`src/rtl/wb_regfile_if.sv`:
```
// rtl/wb_regfile_if.sv - write-back and decode read-port bundle for the register file
interface wb_regfile_if #(
    parameter int DATA_W = 32,
    parameter int ADDR_W = 5,
    parameter int CNT_W  = 32
);
    logic              wb_wreg;
    logic [ADDR_W-1:0] wb_wd;
    logic [DATA_W-1:0] wb_wdata;
    logic              re1;
    logic [ADDR_W-1:0] raddr1;
    logic [DATA_W-1:0] rdata1;
    logic              re2;
    logic [ADDR_W-1:0] raddr2;
    logic [DATA_W-1:0] rdata2;
    logic [CNT_W-1:0]  wr_count;

    modport master (
        output wb_wreg, wb_wd, wb_wdata, re1, raddr1, re2, raddr2,
        input  rdata1, rdata2, wr_count
    );

    modport slave (
        input  wb_wreg, wb_wd, wb_wdata, re1, raddr1, re2, raddr2,
        output rdata1, rdata2, wr_count
    );
endinterface

```
`src/rtl/wb_regfile.sv`:
```
// rtl/wb_regfile.sv - architectural register file, x0 hardwired, committed-write counter; WB_REGFILE_BYPASS_EN enables WB->ID bypass
module wb_regfile #(
    parameter int DATA_W   = 32,
    parameter int ADDR_W   = 5,
    parameter int NUM_REGS = 32,
    parameter int CNT_W    = 32
) (
    input logic          clk,
    input logic          rst,
    wb_regfile_if.slave  bus
);
    logic [DATA_W-1:0] regs [NUM_REGS];
    logic [CNT_W-1:0]  cnt_q;
    logic              wr_en;
    logic              hit1;
    logic              hit2;

    // A write commits only for a real destination; x0 writes and bubbles are dropped
    assign wr_en = bus.wb_wreg && (bus.wb_wd != '0);

`ifdef WB_REGFILE_BYPASS_EN
    // Same-cycle forwarding of the write-back value to a matching decode read
    always_comb begin
        hit1 = wr_en && (bus.wb_wd == bus.raddr1);
        hit2 = wr_en && (bus.wb_wd == bus.raddr2);
    end
`else
    // No forwarding: readers see the pre-edge array and decode stalls on the hazard
    always_comb begin
        hit1 = 1'b0;
        hit2 = 1'b0;
    end
`endif

    // Array update and committed-write counting; reset clears everything and drops the write
    always_ff @(posedge clk) begin
        if (rst) begin
            for (int i = 0; i < NUM_REGS; i++) begin
                regs[i] <= '0;
            end
            cnt_q <= '0;
        end else if (wr_en) begin
            regs[bus.wb_wd] <= bus.wb_wdata;
            cnt_q           <= cnt_q + 1'b1;
        end
    end

    assign bus.wr_count = cnt_q;

    // Read port 1: reset, disable and x0 all yield zero before any array or bypass value
    always_comb begin
        bus.rdata1 = '0;
        if (!rst && bus.re1 && (bus.raddr1 != '0)) begin
            if (hit1) begin
                bus.rdata1 = bus.wb_wdata;
            end else begin
                bus.rdata1 = regs[bus.raddr1];
            end
        end
    end

    // Read port 2: same priority chain as port 1
    always_comb begin
        bus.rdata2 = '0;
        if (!rst && bus.re2 && (bus.raddr2 != '0)) begin
            if (hit2) begin
                bus.rdata2 = bus.wb_wdata;
            end else begin
                bus.rdata2 = regs[bus.raddr2];
            end
        end
    end
endmodule

```
`src/flat_wrapper.sv`:
```
// flat-port wrapper written by rule: the top's interface ports become plain ports
module wb_regfile_flat 
#(
    parameter int DATA_W   = 32,
    parameter int ADDR_W   = 5,
    parameter int NUM_REGS = 32,
    parameter int CNT_W    = 32
)
  (clk, rst, bus_wb_wreg, bus_wb_wd, bus_wb_wdata, bus_re1, bus_raddr1, bus_re2, bus_raddr2, bus_rdata1, bus_rdata2, bus_wr_count);
  wb_regfile_if #(.DATA_W(DATA_W), .ADDR_W(ADDR_W), .CNT_W(CNT_W)) bus_i ();
  input logic clk;
  input logic rst;
  input wire logic [$bits(bus_i.wb_wreg)-1:0] bus_wb_wreg;
  input wire logic [$bits(bus_i.wb_wd)-1:0] bus_wb_wd;
  input wire logic [$bits(bus_i.wb_wdata)-1:0] bus_wb_wdata;
  input wire logic [$bits(bus_i.re1)-1:0] bus_re1;
  input wire logic [$bits(bus_i.raddr1)-1:0] bus_raddr1;
  input wire logic [$bits(bus_i.re2)-1:0] bus_re2;
  input wire logic [$bits(bus_i.raddr2)-1:0] bus_raddr2;
  output wire logic [$bits(bus_i.rdata1)-1:0] bus_rdata1;
  output wire logic [$bits(bus_i.rdata2)-1:0] bus_rdata2;
  output wire logic [$bits(bus_i.wr_count)-1:0] bus_wr_count;
  assign bus_i.wb_wreg = bus_wb_wreg;
  assign bus_i.wb_wd = bus_wb_wd;
  assign bus_i.wb_wdata = bus_wb_wdata;
  assign bus_i.re1 = bus_re1;
  assign bus_i.raddr1 = bus_raddr1;
  assign bus_i.re2 = bus_re2;
  assign bus_i.raddr2 = bus_raddr2;
  assign bus_rdata1 = bus_i.rdata1;
  assign bus_rdata2 = bus_i.rdata2;
  assign bus_wr_count = bus_i.wr_count;
  wb_regfile #(.DATA_W(DATA_W), .ADDR_W(ADDR_W), .NUM_REGS(NUM_REGS), .CNT_W(CNT_W)) u_core (.clk(clk), .rst(rst), .bus(bus_i));
endmodule
```
`config.mk`:
```
export PLATFORM = sky130hd
export DESIGN_NAME = wb_regfile_flat
export DESIGN_NICKNAME = d
export VERILOG_FILES = /design/src/rtl/wb_regfile_if.sv /design/src/rtl/wb_regfile.sv /design/src/flat_wrapper.sv
export SDC_FILE = /design/constraint.sdc
export NUM_CORES = 2
export LEC_CHECK = 0
export BUFFER_PORTS_ARGS = -buffer_cell sky130_fd_sc_hd__buf_4
export CORE_MARGIN = 8
export CORE_UTILIZATION = 50
export CTS_CLUSTER_SIZE = 30
export DETAILED_ROUTE_END_ITERATION = 12
export HOLD_SLACK_MARGIN = 0.1
export PLACE_DENSITY = 0.76
export SYNTH_ARGS = -nofsm -noshare
export SYNTH_HDL_FRONTEND = slang
export SYNTH_SLANG_ARGS = --single-unit
```
`constraint.sdc`:
```
create_clock -name clk -period 2.76 [get_ports clk]
set_input_delay 0.138 -clock clk [delete_from_list [all_inputs] [get_ports clk]]
set_output_delay 0.138 -clock clk [all_outputs]
set_load 0.005 [all_outputs]
```
**Word level (Yosys, flattened, before mapping)**

Memories as Yosys holds them, arrays and structs flattened.
Index checks and enable logic that the tools add are counted.

- Input bits: 52
- Output and inout bits: 96
- Memory bits (writable): 1024
- Flip-flop bits (word level): 32
- Memories: 1
- Word-level logic and storage cells: 23

Memory list:

| name | depth | width | rd ports | clocked after memory_dff | wr ports | RTL line | text |
|---|---|---|---|---|---|---|---|
| u_core.regs | 32 | 32 | 2 | 0 | 32 | wb_regfile.sv:12 | `logic [DATA_W-1:0] regs [NUM_REGS];` |

- Reduce and logical (&&, ||, !) cells: 10
- $add $sub $neg: 1
- Multiplexer cells: 10

Operators by type and width:

| cell | count |
|---|---|
| two-way mux 32 bit | 3 |
| adder 32 x 1 -> 32 bit (second input constant) | 1 |
| OR reduction 32 bit | 1 |
| nonzero test 5 bit | 3 |
| two-way mux 1 bit | 6 |
| logical AND 1 bit | 5 |
| two-way mux 5 bit | 1 |
| logical NOT 1 bit | 1 |

**Logic depth before layout (Yosys ltp)**

- Depth in word-level cells: 7
- Gate-level depth with buffers: 8
- Depth with buffers taken out: 5

**Worst setup path after synthesis**

OpenSTA, ideal clock, no wires.

- Kind: input to register
- Start: input port bus_wb_wd[4]
- End: memory u_core.regs[12][0] (enable)
- Library setup time: 0.330 ns
- Data arrival time: 1.685 ns
- Setup slack: 0.745 ns
- Stages: 6
- Path buffers: 2
- Cell sequence: buf_2 > or3_1 > clkbuf_1 > o2111ai_1 > nor2_1 > or2_2

RTL lines:

| element | RTL line | text |
|---|---|---|
| start: declaration | flat_wrapper.sv:14 | `input wire logic [$bits(bus_i.wb_wd)-1:0] bus_wb_wd;` |
| end: declaration | wb_regfile.sv:12 |  |

==> results.ini <==
[run_status]
status=finished with violations
violations=setup timing

[grt]
grt_use_total_pct=27.6
grt_first_pass_wirelength_um=252000
grt_pass1_vias=38100
globalRouteOverflowTotal=0
grt_antenna_before_repair=7
grt_max_degree=65

[placement]
hpwlAfterDp_um=110000
portBuffers=147
gp_routability_congestion=0.970
dp.cells=5639

[synthesis]
synth-seq-cells=1056
synth-main-ff-cell=edfxtp_1
synth_edf_count=1024
synth_commonest_cells=1024 x edfxtp_1, 996 x and2_1, 513 x mux2i_1, 300 x clkbuf_1, 256 x mux4_2
ys_warn_count=0
synth.distinct_cells=48
synth_top_area_cell=edfxtp_1
postSynthAreaPerCell_um2=13.4
synthCells=4195
synth.most_common_cell=edfxtp_1
yosysTopAreaCellShare_pct=54.7
synth_area_leaders=edfxtp_1 55%, and2_1 11%, mux4_2 10%
synth_area_mm2=0.0562
synth-async-reset-ratio_pct=0
synth_seq_area_share_pct=55.9

[sta]
fin_crit_ps=2780
fmax_mhz=359
worst_slew_pin_slew_ps=1230
hold_violations=0
setup_ws_ps=-24.0
period_share_pct=101
maxSlewHeadroom_pct=18.1
setup-violations-final=4
finClkSkew_ps=7.72
timing.hold.ws_ps=140
slew_violations=0
grt_setup_unrepaired=yes

[floorplan]
core_area_mm2=0.112
die_h_um=351
dieArea_mm2=0.123
die_x_um=351
rows=123
io_pins=148
start_util_pct=50.2

[clock_tree]
clkTransAtPathRegs_ps=60
clock_latency_ps=690
clk_path_buf_depth=3
numCtsBuffers=107
cts_tree=built
cts_max_level=3
root_buffer=clkbuf_16
clock-sinks=1056

[power_and_ir_drop]
swShare_pct=24.3
p_switching_uw=9060
clkPwrFrac_pct=38.3
p_int_uw=28300
power_uw=37400
peakVddDrop_uv=514
p_comb_share_pct=11.2
p_per_area_mw_per_mm2=585
leakage_uw=0.0234
p_seq_share_pct=50.6

[cells_and_area]
nets=4335
syn_to_final_growth_pct=13.7
layout.cells.non_filler=5871
drive_gt1_share_pct=20.4
fillers=8712
final_util_pct=57.0

[routing]
via_per_inst=6.56
drt_iter0_markers=5748
dr.pass1.iters=6
drc_errors=0
ant_nets=0
avgRoutedWirePerCell_um=29.8
num_vias=38500
drt-total-wl_um=175000

[critical_path]
cp_max_fo=2
criticalPathCategory=reg -> out
required_ps=2620
crit_path_end_kind=output port
cp.arrival_ps=2650
worstSetupStartpointType=flip-flop

[min_path]
min_path_type=in -> reg

[run]
maxCapViolCount=0

-- flip-flops by register name (all words and copies together), names as in the netlist --
signal,flops
u_core.regs,1024
u_core.bus.wr_count,32
-- power groups by stage --
| stage | Combinational, µW | Clock (µW) | Sequential (µW) |
|---|---|---|---|
| finish | 4170 | 14300 | 18900 |
| CTS | 4070 | 14400 | 18900 |
| detailed placement | 4010 | 0 | 19200 |
| floorplan | 2490 | 0 | 19000 |
| global placement | 3950 | 0 | 19100 |
| global route | 4320 | 14900 | 19000 |
-- worst paths after layout --
path | from | to | slack, ps | depth (start not counted)
max | u_core.regs[10][27] | bus_rdata2[27] | -20 | 5
min | bus_wb_wd[1] | u_core.bus.wr_count[2] | 140 | 5
min reg2reg | u_core.bus.wr_count[26] | u_core.bus.wr_count[26] | 510 | 2
max reg2reg | u_core.bus.wr_count[0] | u_core.bus.wr_count[26] | 630 | 4
-- placed cells by master (no fill, tap or decap), types with 5 or more instances in the layout --
master | netlist | layout
mux4_2 | 256 | 256
o21ai_0 | 10 | 10
a21oi_1 | 89 | 89
conb_1 | 1 | 32
edfxtp_1 | 1024 | 1024
dfxtp_1 | 32 | 32
clkbuf_16 | 0 | 113
dlygate4sd3_1 | 0 | 34
nor2_4 | 0 | 5
clkinv_2 | 0 | 18
mux2_4 | 0 | 11
nand4_1 | 76 | 76
nand3_1 | 139 | 139
clkbuf_1 | 300 | 28
and4_1 | 5 | 5
clkinv_1 | 0 | 22
and2_1 | 996 | 994
or2_2 | 32 | 32
nor3_2 | 3 | 9
or4_1 | 15 | 15
nor2_1 | 36 | 11
buf_4 | 1 | 263
or3_1 | 10 | 10
nand2_1 | 146 | 136
nor2_2 | 0 | 20
a22oi_1 | 255 | 254
mux2_2 | 65 | 54
mux2i_1 | 513 | 513
buf_12 | 0 | 68
bufinv_16 | 0 | 6
nand2_4 | 0 | 8
o31ai_1 | 15 | 15
-- layout make-up --
class                           count  area [µm²]  share of cell area [%]
Sequential cell                  1056       31400                    49.1
Multi-Input combinational cell   2744       23500                    36.8
Timing Repair Buffer              369        3730                    5.84
Clock buffer                      145        2990                    4.68
Tap cell                         1500        1880                    2.94
Clock inverter                     50         387                   0.605
Inverter                            4        15.0                  0.0235
Antenna cell                        3        7.51                  0.0117
-- cell families after synthesis --
kind of cell / share of synthesized area, %
adders and majority gates: 0.0223
AOI/OAI and AO/OA: 4.62
buffers and inverters: 3.10
DFF: 55.9
xor gates and xnor gates: 0.0779
muxes: 20.7
and+or+nand+nor: 15.6
other: 0.00667
-- metal layers --
metal  vias to the layer above  wire, µm  GRT usage [%]
li1                      15900         -              -
met1                     19400     64400           36.7
met2                      2763     79800           42.5
met3                       480     20800           5.99
met4                         2     10000           14.5
met5                         -         8              0
-- metrics by stage --
step           setup TNS, ps  area, µm²  worst slack, ps
2_1_floorplan              0      56300              745
3_3_place_gp               0      60100              382
3_5_place_dp               0      60100              358
4_1_cts                    0      63800             9.55
5_1_grt                 -142      63900            -39.8
6_report               -63.7      63900            -24.0
-- critical path: stages, from the launching register on --
cell	delay [ps]
edfxtp_1	410
mux4_2	480
mux2_2	280
nand2_2	80
nand4_1	380
buf_4	320
-- timing repair --
item	4_1_cts	5_1_grt
buffers inserted	0	0
endpoints found under the hold margin	1000	0
hold buffers	34	0
setup endpoints to repair	0	13
resized for setup	0	30
(Power assumes the default switching activity.)
